[src/rtl/fmc_i2c_pkg.sv]
// ============================================================================
// Module      : fmc_i2c_pkg
// Description : Shared constants and the one-hot state type for the FMC I2C
//               write arbiter.
// Revision    : 1.0 - initial release
// ============================================================================
`default_nettype none

package fmc_i2c_pkg;

    localparam int S_IDLE    = 0;
    localparam int S_ISSUE   = 1;
    localparam int S_WAIT    = 2;
    localparam int S_RELEASE = 3;
    localparam int N_STATES  = 4;

    localparam int          I2C_BYTE_W        = 8;
    localparam int unsigned TO_CYCLES_DEFAULT = 1_250_000;

    typedef enum logic [N_STATES-1:0] {
        ST_IDLE    = N_STATES'(1 << S_IDLE),
        ST_ISSUE   = N_STATES'(1 << S_ISSUE),
        ST_WAIT    = N_STATES'(1 << S_WAIT),
        ST_RELEASE = N_STATES'(1 << S_RELEASE)
    } state_t;

endpackage

`default_nettype wire

[src/rtl/i2c_write_arbiter_if.sv]
// ============================================================================
// Module      : i2c_write_arbiter_if
// Description : Requester and byte-write-engine signals of the I2C arbiter.
// Revision    : 1.0 - initial release
// ============================================================================
`default_nettype none

interface i2c_write_arbiter_if #(
    parameter int NREQ = 3
);
    import fmc_i2c_pkg::*;

    logic [NREQ-1:0]            req;
    logic [I2C_BYTE_W*NREQ-1:0] req_dev_adr;
    logic [I2C_BYTE_W*NREQ-1:0] req_reg_dat;
    logic                       i2c_wr_done;
    logic [I2C_BYTE_W-1:0]      i2c_dev_adr;
    logic [I2C_BYTE_W-1:0]      i2c_reg_dat;
    logic                       i2c_start_write;
    logic [NREQ-1:0]            grant;
    logic [NREQ-1:0]            done;
    logic                       busy;
    logic                       err_timeout;

    // The arbiter side
    modport master (
        input  req, req_dev_adr, req_reg_dat, i2c_wr_done,
        output i2c_dev_adr, i2c_reg_dat, i2c_start_write,
        output grant, done, busy, err_timeout
    );

    // Requesters plus engine
    modport slave (
        output req, req_dev_adr, req_reg_dat, i2c_wr_done,
        input  i2c_dev_adr, i2c_reg_dat, i2c_start_write,
        input  grant, done, busy, err_timeout
    );

endinterface

`default_nettype wire

[src/rtl/rr_pick_onehot.sv]
// ============================================================================
// Module      : rr_pick_onehot
// Description : Combinational rotate-priority encoder; the search starts one
//               position above last_idx_i and wraps.
// Revision    : 1.0 - initial release
// ============================================================================
`default_nettype none

module rr_pick_onehot #(
    parameter int NREQ  = 3,
    parameter int IDX_W = (NREQ > 1) ? $clog2(NREQ) : 1
) (
    input  logic [NREQ-1:0]  req_i,
    input  logic [IDX_W-1:0] last_idx_i,
    output logic [NREQ-1:0]  onehot_o,
    output logic [IDX_W-1:0] idx_o,
    output logic             any_o
);
    localparam int             C_PW = IDX_W + 1;
    localparam logic [C_PW-1:0] C_N = C_PW'(NREQ);

    logic [C_PW-1:0] pos;

    always_comb begin
        onehot_o = '0;
        idx_o    = '0;
        any_o    = 1'b0;
        pos      = '0;
        for (int i = 0; i < NREQ; i++) begin
            pos = {1'b0, last_idx_i} + C_PW'(i + 1);
            if (pos >= C_N) begin
                pos = pos - C_N;
            end
            if (!any_o && req_i[pos[IDX_W-1:0]]) begin
                any_o                     = 1'b1;
                idx_o                     = pos[IDX_W-1:0];
                onehot_o[pos[IDX_W-1:0]]  = 1'b1;
            end
        end
    end

endmodule

`default_nettype wire

[src/rtl/i2c_write_arbiter.sv]
// ============================================================================
// Module      : i2c_write_arbiter
// Description : Round-robin owner of the single FMC I2C byte-write engine.
//               Optional watchdog in WAIT: define I2C_ARB_TIMEOUT_EN.
// Revision    : 1.0 - initial release
// ============================================================================
`default_nettype none

module i2c_write_arbiter
    import fmc_i2c_pkg::*;
#(
    parameter int          NREQ      = 3,
    parameter int unsigned TO_CYCLES = TO_CYCLES_DEFAULT
) (
    input  logic                clk,
    input  logic                reset,
    i2c_write_arbiter_if.master bus_io
);
    localparam int C_IDX_W = (NREQ > 1) ? $clog2(NREQ) : 1;

    generate
        if (NREQ < 2 || NREQ > 8 || TO_CYCLES == 0) begin : g_bad_param
            $error("i2c_write_arbiter: NREQ must be 2..8 and TO_CYCLES nonzero");
        end
    endgenerate

    state_t                state_q, state_d;
    logic [NREQ-1:0]       grant_q, grant_d;
    logic [NREQ-1:0]       done_q, done_d;
    logic                  start_q, start_d;
    logic [I2C_BYTE_W-1:0] adr_q, adr_d;
    logic [I2C_BYTE_W-1:0] dat_q, dat_d;
    logic [C_IDX_W-1:0]    rr_last_q, rr_last_d;

    logic [NREQ-1:0]       pick_onehot;
    logic [C_IDX_W-1:0]    pick_idx;
    logic                  pick_any;
    logic [I2C_BYTE_W-1:0] pick_adr, pick_dat;
    logic                  wait_expired;

    rr_pick_onehot #(
        .NREQ  (NREQ),
        .IDX_W (C_IDX_W)
    ) u_pick (
        .req_i      (bus_io.req),
        .last_idx_i (rr_last_q),
        .onehot_o   (pick_onehot),
        .idx_o      (pick_idx),
        .any_o      (pick_any)
    );

    always_comb begin
        pick_adr = '0;
        pick_dat = '0;
        for (int i = 0; i < NREQ; i++) begin
            if (pick_onehot[i]) begin
                pick_adr = pick_adr | bus_io.req_dev_adr[i*I2C_BYTE_W +: I2C_BYTE_W];
                pick_dat = pick_dat | bus_io.req_reg_dat[i*I2C_BYTE_W +: I2C_BYTE_W];
            end
        end
    end

`ifdef I2C_ARB_TIMEOUT_EN
    localparam int C_CNT_W = $clog2(TO_CYCLES + 1);

    logic [C_CNT_W-1:0] cnt_q, cnt_d;
    logic               err_q, err_d;

    // Counter reads 0 on the first WAIT cycle, so TO_CYCLES-1 is the last one
    assign wait_expired = (state_q == ST_WAIT) && (cnt_q == C_CNT_W'(TO_CYCLES - 1));
    assign err_d        = wait_expired && !bus_io.i2c_wr_done;

    always_comb begin
        cnt_d = cnt_q;
        if (state_q == ST_ISSUE) begin
            cnt_d = '0;
        end else if (state_q == ST_WAIT) begin
            cnt_d = cnt_q + C_CNT_W'(1);
        end
    end

    always_ff @(posedge clk) begin
        if (reset) begin
            cnt_q <= '0;
            err_q <= 1'b0;
        end else begin
            cnt_q <= cnt_d;
            err_q <= err_d;
        end
    end

    assign bus_io.err_timeout = err_q;
`else
    assign wait_expired       = 1'b0;
    assign bus_io.err_timeout = 1'b0;
`endif

    always_comb begin
        state_d   = state_q;
        grant_d   = grant_q;
        done_d    = '0;
        start_d   = start_q;
        adr_d     = adr_q;
        dat_d     = dat_q;
        rr_last_d = rr_last_q;
        case (state_q)
            ST_IDLE: begin
                if (pick_any) begin
                    state_d   = ST_ISSUE;
                    grant_d   = pick_onehot;
                    rr_last_d = pick_idx;
                    adr_d     = pick_adr;
                    dat_d     = pick_dat;
                    start_d   = 1'b1;
                end
            end
            ST_ISSUE: begin
                state_d = ST_WAIT;
            end
            ST_WAIT: begin
                if (bus_io.i2c_wr_done || wait_expired) begin
                    state_d = ST_RELEASE;
                    done_d  = grant_q;
                    grant_d = '0;
                    start_d = 1'b0;
                end
            end
            ST_RELEASE: begin
                state_d = ST_IDLE;
            end
            default: begin
                state_d = ST_IDLE;
                grant_d = '0;
                start_d = 1'b0;
            end
        endcase
    end

    always_ff @(posedge clk) begin
        if (reset) begin
            state_q   <= ST_IDLE;
            grant_q   <= '0;
            done_q    <= '0;
            start_q   <= 1'b0;
            adr_q     <= '0;
            dat_q     <= '0;
            rr_last_q <= C_IDX_W'(NREQ - 1);
        end else begin
            state_q   <= state_d;
            grant_q   <= grant_d;
            done_q    <= done_d;
            start_q   <= start_d;
            adr_q     <= adr_d;
            dat_q     <= dat_d;
            rr_last_q <= rr_last_d;
        end
    end

    assign bus_io.grant           = grant_q;
    assign bus_io.done            = done_q;
    assign bus_io.i2c_start_write = start_q;
    assign bus_io.i2c_dev_adr     = adr_q;
    assign bus_io.i2c_reg_dat     = dat_q;
    assign bus_io.busy            = (state_q != ST_IDLE);

endmodule

`default_nettype wire

[src/flat_wrapper.sv]
// flat-port wrapper written by rule: the top's interface ports become plain ports
module i2c_write_arbiter_flat import fmc_i2c_pkg::*;
#(
    parameter int          NREQ      = 3,
    parameter int unsigned TO_CYCLES = TO_CYCLES_DEFAULT
)
  (clk, reset, bus_io_req, bus_io_req_dev_adr, bus_io_req_reg_dat, bus_io_i2c_wr_done, bus_io_i2c_dev_adr, bus_io_i2c_reg_dat, bus_io_i2c_start_write, bus_io_grant, bus_io_done, bus_io_busy, bus_io_err_timeout);
  i2c_write_arbiter_if #(.NREQ(NREQ)) bus_io_i ();
  input  logic clk;
  input  logic reset;
  input wire logic [$bits(bus_io_i.req)-1:0] bus_io_req;
  input wire logic [$bits(bus_io_i.req_dev_adr)-1:0] bus_io_req_dev_adr;
  input wire logic [$bits(bus_io_i.req_reg_dat)-1:0] bus_io_req_reg_dat;
  input wire logic [$bits(bus_io_i.i2c_wr_done)-1:0] bus_io_i2c_wr_done;
  output wire logic [$bits(bus_io_i.i2c_dev_adr)-1:0] bus_io_i2c_dev_adr;
  output wire logic [$bits(bus_io_i.i2c_reg_dat)-1:0] bus_io_i2c_reg_dat;
  output wire logic [$bits(bus_io_i.i2c_start_write)-1:0] bus_io_i2c_start_write;
  output wire logic [$bits(bus_io_i.grant)-1:0] bus_io_grant;
  output wire logic [$bits(bus_io_i.done)-1:0] bus_io_done;
  output wire logic [$bits(bus_io_i.busy)-1:0] bus_io_busy;
  output wire logic [$bits(bus_io_i.err_timeout)-1:0] bus_io_err_timeout;
  assign bus_io_i.req = bus_io_req;
  assign bus_io_i.req_dev_adr = bus_io_req_dev_adr;
  assign bus_io_i.req_reg_dat = bus_io_req_reg_dat;
  assign bus_io_i.i2c_wr_done = bus_io_i2c_wr_done;
  assign bus_io_i2c_dev_adr = bus_io_i.i2c_dev_adr;
  assign bus_io_i2c_reg_dat = bus_io_i.i2c_reg_dat;
  assign bus_io_i2c_start_write = bus_io_i.i2c_start_write;
  assign bus_io_grant = bus_io_i.grant;
  assign bus_io_done = bus_io_i.done;
  assign bus_io_busy = bus_io_i.busy;
  assign bus_io_err_timeout = bus_io_i.err_timeout;
  i2c_write_arbiter #(.NREQ(NREQ), .TO_CYCLES(TO_CYCLES)) u_core (.clk(clk), .reset(reset), .bus_io(bus_io_i));
endmodule
[config.mk]
export PLATFORM = sky130hd
export DESIGN_NAME = i2c_write_arbiter_flat
export DESIGN_NICKNAME = d
export VERILOG_FILES = /design/src/rtl/fmc_i2c_pkg.sv /design/src/rtl/i2c_write_arbiter_if.sv /design/src/rtl/rr_pick_onehot.sv /design/src/rtl/i2c_write_arbiter.sv /design/src/flat_wrapper.sv
export SDC_FILE = /design/constraint.sdc
export NUM_CORES = 1
export LEC_CHECK = 0
export CAP_MARGIN = 20
export CORE_AREA = 3 3 73 75
export CTS_BUF_LIST = sky130_fd_sc_hd__clkbuf_4 sky130_fd_sc_hd__clkbuf_8
export DETAILED_ROUTE_END_ITERATION = 12
export DIE_AREA = 0 0 76 78
export GPL_TIMING_DRIVEN = 1
export PLACE_DENSITY = 0.76
export SYNTH_ARGS = -nofsm -noshare
export SYNTH_HDL_FRONTEND = slang
export SYNTH_SLANG_ARGS = --single-unit
[constraint.sdc]
create_clock -name clk -period 2.4 [get_ports clk]
set_input_delay 0.36 -clock clk [delete_from_list [all_inputs] [get_ports clk]]
set_output_delay 0.36 -clock clk [all_outputs]
set_load 0.01 [all_outputs]
==> reports/metrics.yaml, run 1 <==
run_status:
  status: "complete, no violations"
worst_setup_path:
  worstPathCellList: "inv_1 > ha_2 > buf_4 > nor3b_2 > a21o_1 > nor2_1 > buf_4 > a221oi_1 > a31oi_1"
  critPathMaxFanout: 10
  crit_type: "reg2reg"
  r2r_end: "u_core.bus_io.i2c_reg_dat[5]"
  reg2reg_setup_slack_ns: 0.15
  crit_top_cell: "buf_4"
  end_kind: "flop"
  start_kind: "flop"
  worstRegToRegCells: 9
  cp_slowest_stage_delay_ns: 0.38
  arrival_ns: 2.40
  cp.required_ns: 2.55
  reg2reg_from: "u_core.rr_last_q[1]"
  slowest_stage: "dfxtp_1"
die:
  coreArea_um2: 4720
  ioPinCount: 79
  die_w_um: 76
  start_util_pct: 38.5
  die_area_um2: 5930
  fp.dieH_um: 78
  placementRows: 25
layout:
  final_core_util_pct: 59.2
  syn_to_final_growth_pct: 53.8
  diodes: 0
  drive_gt1_share_pct: 12.5
  nets: 372
drt:
  viasPerCell: 5.73
  dr.pass1.iters: 4
  wl_per_cell_um: 15.9
  route.vias.total: 2179
  drtAntennaViolNets: 0
  drt_iter0_markers: 140
  drt_wl_total_um: 6040
  route.detailed.drc: 0
cts:
  tritoncts: "yes"
  cts-buffers-inserted: 5
  clock_latency_ns: 0.28
  htree_levels: 2
  ctsHoldBuffers: 0
  clock-root-buffer: "clkbuf_8"
  cts.sinks: 29
  clkSlewWorstSetupHoldPaths_ns: 0.07
  postCtsSetupBuffers: 0
  cts.path.max_buffers: 2
hold_path:
  worstHoldEndpoint: "u_core.state_q[2]"
  min_delay_path_depth: 1
  worstHoldStart: "u_core.state_q[3]"
  hp-class: "reg2reg"
synth:
  netlist.area_leader.share_pct: 32.0
  synth_seq_cells: 29
  synth_commonest_cells: "nand3_1 (36), nand2_1 (35), dfxtp_1 (29)"
  ys_seq_area_share_pct: 32.0
  yosys.area_share.simple_pct: 24.4
  yosysTopAreaCell: "dfxtp_1"
  ys_types: 44
  netlist_area_um2: 1820
  synth_area_leaders: "dfxtp_1 (32%), nand3_1 (9.9%), a221oi_1 (7.7%)"
  synth_warnings: 0
  synth_top_family_by_area: "compound AO/OA/AOI/OAI gates"
  yosys.cell_count.top_type: "nand3_1"
  synth-edff-count: 0
  syn_inst: 232
  muxShareOfSynthArea_pct: 1.93
  ys.flop_type: "dfxtp_1"
  syn_nets: 292
  synth_compound_area_share_pct: 29.3
  async_reset_ff_share_pct: 0
  avgSynthCellArea_um2: 7.83
  synthAdderAreaFrac_pct: 4.13
  synth-xor-area-share_pct: 0.482
global_routing:
  grt_max_degree: 22
  track_usage_pct: 20.6
  grt_pass1_wl_um: 10100
  grt_pass1_vias: 2214
  antenna_found_initial: 0
  overflow: 0
timing:
  period_share_pct: 93.8
  hold_viol: 0
  rsz0062_at_grt: "false"
  finalSetupTns_ns: 0
  max_slew_margin_pct: 63.3
  slew_violations: 0
  setup_ws_ns: 0.148
  fmax_ghz: 0.444
  fin_crit_ns: 2.25
  tightestPinTransition_ns: 0.549
  clock_skew_ns: 0.00663
  setup_viol: 0
  hold_slack_ns: 0.453
run:
  maxCapViolations: 0
placement:
  place.gp.congestion: 0.898
  portBuffers: 77
  post-place-ws_ns: -0.0698
  dp_hpwl_um: 4360
power_and_ir_drop:
  power_mw: 3.81
  ir_drop_uv: 588
  power.leakage_nw: 1.09
  power_density_nw_per_um2: 1360
## flip-flops by register name, summed over array words and instances (netlist names)
name	count
u_core.bus_io.done	3
u_core.bus_io.grant	3
u_core.bus_io.i2c_dev_adr	8
u_core.bus_io.i2c_reg_dat	8
u_core.bus_io.i2c_start_write	1
u_core.rr_last_q	2
u_core.state_q	4
## routing by layer
layer / vias up / global-route usage, % / routed length, um
met4: 0 / 9.96 / 189
met5: - / 0 / 0
met1: 1028 / 24.9 / 2550
met2: 98 / 34.1 / 2880
li1: 1036 / - / -
met3: 17 / 5.34 / 414
## report_power, final
part	switching [mW]	internal, mW
logic	1.50	1.16
registers	0.105	0.648
clock network	0.191	0.212
## cell type report
class | count | area (um2)
tap | 67 | 83.8
clock inverter | 2 | 10.0
fill | 426 | 1930
inverter | 7 | 26.3
sequential | 29 | 581
multi-input combinational | 176 | 1130
clock buffer | 6 | 76.3
timing repair buffer | 93 | 891
## cells in the final DEF, fill, tap and decap left out, types with 2 or more instances in the layout
cell type        netlist  layout
a221oi_1              16      14
a21oi_1                4       4
dfxtp_1               29      29
nor4_1                 2       2
and2_1                 3       3
inv_1                  7       7
nor2_1                 6       6
a32o_1                 2       2
a221oi_2               0       2
a31oi_1               16      16
nand2_1               35      35
clkinv_2               0       2
nand3_1               36      36
a21o_1                 3       3
buf_4                  3      16
ha_1                   6       5
clkdlybuf4s50_1        0      77
nor3_2                 1       2
clkbuf_8               0       5
a311o_2                0       2
o21ai_0               19      19
## critical path, delay by kind of cell, from the launching register on
family | cells | cell delay (ns)
flip-flops | 1 | 0.38
AO/OA/AOI/OAI | 3 | 0.67
adder cells (fa/ha/maj) | 1 | 0.32
buffers and inverters | 3 | 0.46
AND/OR/NAND/NOR | 2 | 0.29
## through the flow
step | cells | cell area (um2)
global route | 380 | 2790
detailed placement | 372 | 2680
CTS | 380 | 2770
global placement | 372 | 2680
floorplan | 232 | 1820
finish | 380 | 2790
## repair_timing
item / CTS / global route
resized for setup: 3 / 5
cloned: 0 / 0
endpoints found under the setup margin: 18 / 18
## how the worst max path moves through the flow
stage	startpoint	to	slack, ns	cells past startpoint
after floorplan	u_core.rr_last_q[0]	u_core.bus_io.grant[0]	0.12	9
after global placement	bus_io_req[0]	u_core.bus_io.i2c_dev_adr[1]	0.04	6
after detailed placement	bus_io_req[0]	u_core.bus_io.i2c_dev_adr[7]	-0.07	6
after CTS	u_core.rr_last_q[1]	u_core.bus_io.grant[0]	0.05	7
after global routing	u_core.rr_last_q[1]	u_core.bus_io.i2c_dev_adr[3]	0.03	9
final	u_core.rr_last_q[1]	u_core.bus_io.i2c_reg_dat[5]	0.15	9
## logic make-up after synthesis
group                    after synthesis
AO/OA/AOI/OAI                         73
multiplexers                           3
adder cells (fa/ha/maj)                6
XOR/XNOR                               1
other                                  1
AND/OR/NAND/NOR                       92
buffers and inverters                 27
flip-flops                            29
Power figures use the tool's default switching activity.
==> run 2, diff against run 1 <==
--- a/config.mk
+++ b/config.mk
@@ -6,12 +6,12 @@
 export NUM_CORES = 1
 export LEC_CHECK = 0
 export CAP_MARGIN = 20
-export CORE_AREA = 3 3 73 75
+export CORE_AREA = 3 3 69 71
 export CTS_BUF_LIST = sky130_fd_sc_hd__clkbuf_4 sky130_fd_sc_hd__clkbuf_8
 export DETAILED_ROUTE_END_ITERATION = 12
-export DIE_AREA = 0 0 76 78
+export DIE_AREA = 0 0 72 74
 export GPL_TIMING_DRIVEN = 1
-export PLACE_DENSITY = 0.76
+export PLACE_DENSITY = 0.8
 export SYNTH_ARGS = -nofsm -noshare
 export SYNTH_HDL_FRONTEND = slang
 export SYNTH_SLANG_ARGS = --single-unit
==> constraint.sdc (replaced) <==
create_clock -name clk -period 2.5 [get_ports clk]
set_input_delay 0.375 -clock clk [delete_from_list [all_inputs] [get_ports clk]]
set_output_delay 0.375 -clock clk [all_outputs]
set_load 0.01 [all_outputs]
==> run 2 against run 1 <==
Against the previous run: worst setup slack better by 0.045 ns; final cell count fell by 5.0%; critical endpoint is now u_core.bus_io.grant[1]; final area decreased by 1.7%; via count fell by 3.5%.
==> reports/metrics.yaml, run 2 (same netlist as run 1, synthesis figures left out) <==
run_status:
  status: "complete, no violations"
drt:
  drt_iter0_markers: 173  # +24%
  route.vias.total: 2102  # -3.5%
  drtAntennaViolNets: 0  # unchanged
  viasPerCell: 5.82  # +1.5%
  wl_per_cell_um: 15.6  # -1.7%
  route.detailed.drc: 0  # unchanged
  dr.pass1.iters: 4  # unchanged
  drt_wl_total_um: 5630  # -6.7%
cts:
  htree_levels: 2  # unchanged
  cts-buffers-inserted: 5  # unchanged
  cts.sinks: 29  # unchanged
  clkSlewWorstSetupHoldPaths_ns: 0.06  # about the same
  cts_resized: 3  # unchanged
  postCtsSetupBuffers: 0  # unchanged
  ctsHoldBuffers: 0  # unchanged
  clock_latency_ns: 0.28  # about the same
  cts.path.max_buffers: 2  # unchanged
  clock-root-buffer: "clkbuf_8"
  tritoncts: "yes"
worst_setup_path:
  cp_slowest_stage_delay_ns: 0.54  # +0.16 ns
  cp.required_ns: 2.67  # +0.12 ns
  end_kind: "flop"
  critPathMaxFanout: 17  # +7
  slowest_stage: "a311o_2"
  crit_type: "reg2reg"
  start_kind: "flop"
  worstPathCellList: "inv_1 > ha_2 > mux2i_2 > o21ai_4 > a311o_2 > a32o_1"
  arrival_ns: 2.48  # +0.08 ns
timing:
  fmax_ghz: 0.434  # -2.4%
  tightestPinTransition_ns: 0.553  # +0.00381 ns
  fin_crit_ns: 2.31  # +0.0549 ns
  hold_viol: 0  # unchanged
  setup_viol: 0  # unchanged
  period_share_pct: 92.3  # -1.6 points
  max_slew_margin_pct: 63.1  # -0.25 points
  setup_ws_ns: 0.193  # +0.0451 ns
  clock_skew_ns: 0.00473  # -0.00189 ns
  slew_violations: 0  # unchanged
  rsz0062_at_grt: "false"
power_and_ir_drop:
  power_density_nw_per_um2: 1310  # -4.0%
  power.leakage_nw: 1.07  # -2.0%
  ir_drop_uv: 676  # +15%
global_routing:
  track_usage_pct: 22.3  # +1.7 points
  overflow: 0  # unchanged
  grt_pass1_vias: 2075  # -6.3%
  grt_max_degree: 23  # +4.5%
  antenna_found_initial: 0  # unchanged
  grt_pass1_wl_um: 9400  # -6.7%
placement:
  dpl-instance-area_um2: 2640  # -1.5%
  dp_cells: 354  # -4.8%
  portBuffers: 77  # unchanged
  place.gp.congestion: 0.840  # -6.4%
  dp_hpwl_um: 4060  # -6.8%
  post-place-ws_ns: -0.0492  # +0.0206 ns
die:
  start_util_pct: 42.3  # +3.8 points
  die_w_um: 72  # -5.3%
  fp.dieH_um: 74  # -5.1%
  placementRows: 24  # -4.0%
  coreArea_um2: 4290  # -9.1%
  ioPinCount: 79  # unchanged
  die_area_um2: 5330  # -10%
layout:
  fin_cells: 361  # -5.0%
  nets: 369  # -0.81%
  syn_to_final_growth_pct: 51.2
  layout_common_cells: "clkdlybuf4s50_1 (77), nand3_1 (36), nand2_1 (35)"
  final_common_cell: "clkdlybuf4s50_1"
  diodes: 0  # unchanged
  final_area_um2: 2750  # -1.7%
  drive_gt1_share_pct: 10.0  # -2.4 points
  final_core_util_pct: 64.0  # +4.8 points
run:
  maxCapViolations: 0  # unchanged
hold_path:
  hp-class: "reg2reg"
[run 2: cell type report]
class                           count  area (um2)
Fill cell                         395        1550
Multi-Input combinational cell    176        1120
Timing Repair Buffer               90         868
Sequential cell                    29         581
Clock buffer                        7        90.1
Tap cell                           52        65.1
Inverter                            7        26.3
[run 2: report_power, final]
group | internal [mW] | switching, mW | total, mW
logic | 1.08 | 1.39 | 2.47
clock network | 0.229 | 0.179 | 0.408
registers | 0.622 | 0.0962 | 0.719
total | 1.93 | 1.66 | 3.60
[run 2: per-layer routing]
metal,track usage [%],up-vias,wire length (um)
li1,-,1015,-
met1,28.3,989,2310
met2,37.3,88,2780
met3,6.49,10,457
met4,6.05,0,88
met5,0,-,0
[run 2: through the flow]
| step | total power [mW] | hold WS, ns | TNS (ns) |
|---|---|---|---|
| after floorplan | 2.38 | 0.420 | 0 |
| after global placement | 3.08 | 0.446 | 0 |
| after detailed placement | 3.14 | 0.454 | -0.315 |
| after CTS | 3.59 | 0.465 | 0 |
| after global routing | 3.90 | 0.483 | 0 |
| final | 3.60 | 0.464 | 0 |
[run 2: worst paths after layout]
| check | start | to | slack (ns) | depth (start not counted) |
|---|---|---|---|---|
| min | u_core.state_q[3] | u_core.state_q[2] | 0.46 | 1 |
| max | u_core.rr_last_q[1] | u_core.bus_io.grant[1] | 0.19 | 6 |
| max reg2reg | u_core.rr_last_q[1] | u_core.bus_io.grant[1] | 0.19 | 6 |
| min reg2reg | u_core.state_q[3] | u_core.state_q[2] | 0.46 | 1 |
[run 2: critical path, delay by kind of cell, from the launching register on]
family | cells | cell delay [ns]
AOI/OAI and AO/OA | 3 | 0.92
adders and majority gates | 1 | 0.45
buffers and inverters | 1 | 0.11
DFF | 1 | 0.39
muxes | 1 | 0.31
==> variant (config.mk and constraints of run 1) <==
Change the package constant `I2C_BYTE_W` from 8 to 10.
--- a/src/rtl/fmc_i2c_pkg.sv
+++ b/src/rtl/fmc_i2c_pkg.sv
@@ -15,5 +15,5 @@
     localparam int N_STATES  = 4;
 
-    localparam int          I2C_BYTE_W        = 8;
+    localparam int          I2C_BYTE_W        = 10;
     localparam int unsigned TO_CYCLES_DEFAULT = 1_250_000;
 
Ports: changed (resized bus_io_i2c_dev_adr, bus_io_i2c_reg_dat, bus_io_req_dev_adr and bus_io_req_reg_dat); port bits go from 79 to 95. No check against the original RTL was run, so the function may have changed too.
==> variant against run 1 <==
Worst setup slack got worse by 32 ps; area after synthesis is 14% higher; synthesized cell count is 10% lower; cell area rose by 21%; power grew 20%; critical path type unchanged; largest cell class unchanged; routed wire length down 0.61%; combinational power up 17%; sequential cell count is 4 higher.
==> variant: results (changes against run 1) <==
status=finished, final reports clean; peak supply drop=0.8000 mV (+36%); Iter 0 DRT Violations=83 (-41%); CTS Buffer Depth=2 (unchanged); Post-synth top cells=33 x dfxtp_1, 27 x nor2_1, 23 x nand2_1; vias in the first global route=2,123 (-4.1%); share of cells above drive strength 1=0.2799 (+0.1553); Reg clk slew, reported paths=70 ps (about the same); Synth Area in XOR/XNOR=0 (-0.004821); leakage dissipation=1.301 nW (+19%); Placed Cells=377 (+1.3%); hold path startpoint=u_core.bus_io.i2c_start_write; hold slack=477.2 ps (+24.12 ps); WHS Endpoint=u_core.bus_io.i2c_start_write; RePlAce Congestion=0.9038 (+0.67%); Max Clock Skew=3.860 ps (-2.766 ps); routed length per instance=15.58 um (-1.9%); sequential fraction of the synthesis area=0.3186 (-0.0009111); flop-to-flop setup slack=120 ps (-30 ps); Fill cells=379 (-11%); FF-to-FF Start=u_core.rr_last_q[0]; syn nets=280 (-4.1%); total wire length=5.999 mm (-0.61%); CP max FO=16 (+6); Area contributors post-synth=dfxtp_1 32%, a221oi_2 14%, a211oi_2 12%; DR vias/cell=5.208 (-9.2%); Nets=389 (+4.6%); mux share of post-synthesis cell area=0.03862 (+0.01934); area fraction in compound gates after synthesis=0.3736 (+0.08087); power density over the cells=1349 nW/um^2 (-1.1%); Slew @ Worst Pin=496.6 ps (-52.76 ps); Total Routing Usage GR=0.2040 (-0.002014); Detailed Place HPWL=4.580 mm (+5.1%); Post-Syn Area per Cell=9.967 um^2 (+27%); first-pass GRT wire length=9.873 mm (-2.0%); Port Buffers=93 (+21%); adder-cell share of the synthesized area=0.03621 (-0.005112)
[variant: changes by cell type after synthesis, sizes merged, moves of 11 or more]
cell,change
nand2,-11
a211oi,+20
a31oi,-17
nor2,+21
nand3,-34
o21ai,-14
[variant: worst max-delay path by stage]
stage	to	cells after the start	start	slack [ps]
after global placement	u_core.bus_io.i2c_dev_adr[8]	8	bus_io_req[1]	20
after detailed placement	u_core.bus_io.i2c_reg_dat[0]	8	bus_io_req[0]	-20
final	u_core.bus_io.i2c_reg_dat[0]	9	u_core.rr_last_q[0]	120
after global routing	u_core.bus_io.i2c_dev_adr[1]	9	u_core.rr_last_q[0]	20
after CTS	u_core.bus_io.i2c_reg_dat[0]	9	u_core.rr_last_q[0]	10
after floorplan	u_core.bus_io.i2c_dev_adr[0]	10	u_core.rr_last_q[0]	20
[variant: kinds of logic after synthesis]
logic type | after synthesis
DFF | 33
buffers and inverters | 21
and+or+nand+nor | 73
muxes | 6
AOI/OAI and AO/OA | 68
adders and majority gates | 6
other | 1
[variant: power by group]
group          switching [mW]  total (mW)  internal, mW
logic                    1.56        3.10          1.53
clock network           0.216       0.629         0.413
registers               0.106       0.838         0.732
[variant: layout make-up]
class,count,area (um^2),share of cell area
timing repair buffer,117,1174,0.3469
inverter,6,22.52,0.006657
clock inverter,3,65.06,0.01923
multi-input combinational,154,1309,0.3868
tap,67,83.83,0.02478
clock buffer,5,68.82,0.02034
sequential,33,660.6,0.1953
[variant: worst max-delay path, stage by stage, from the launching register on]
cell and delay [ps]:
dfxtp_1 340, inv_1 90, ha_1 240, mux2_4 320
a22o_4 280, o31ai_1 260, a21o_1 230, buf_12 180
a221oi_2 80, a211oi_2 190
[variant: layer usage]
| metal | vias up | part of all wire | track usage |
|---|---|---|---|
| met3 | 12 | 0.065 | 0.05684 |
| met1 | 932 | 0.42 | 0.2416 |
| met4 | 0 | 0.022 | 0.08152 |
| met2 | 69 | 0.49 | 0.3493 |
| met5 | - | 0 | 0 |
| li1 | 992 | - | - |
[variant: repair_timing]
item	CTS	global route
gates resized for setup	1	3
endpoints found under the setup margin	10	24
endpoints found under the hold margin	0	0
[variant: metrics by stage]
step	setup TNS, ps	power (mW)	utilization
after global routing	0	4.909	0.7163
final	0	4.564	0.7163
after global placement	0	3.882	0.6826
after CTS	0	4.560	0.7118
after floorplan	0	2.858	-
after detailed placement	-90.75	3.913	0.6826
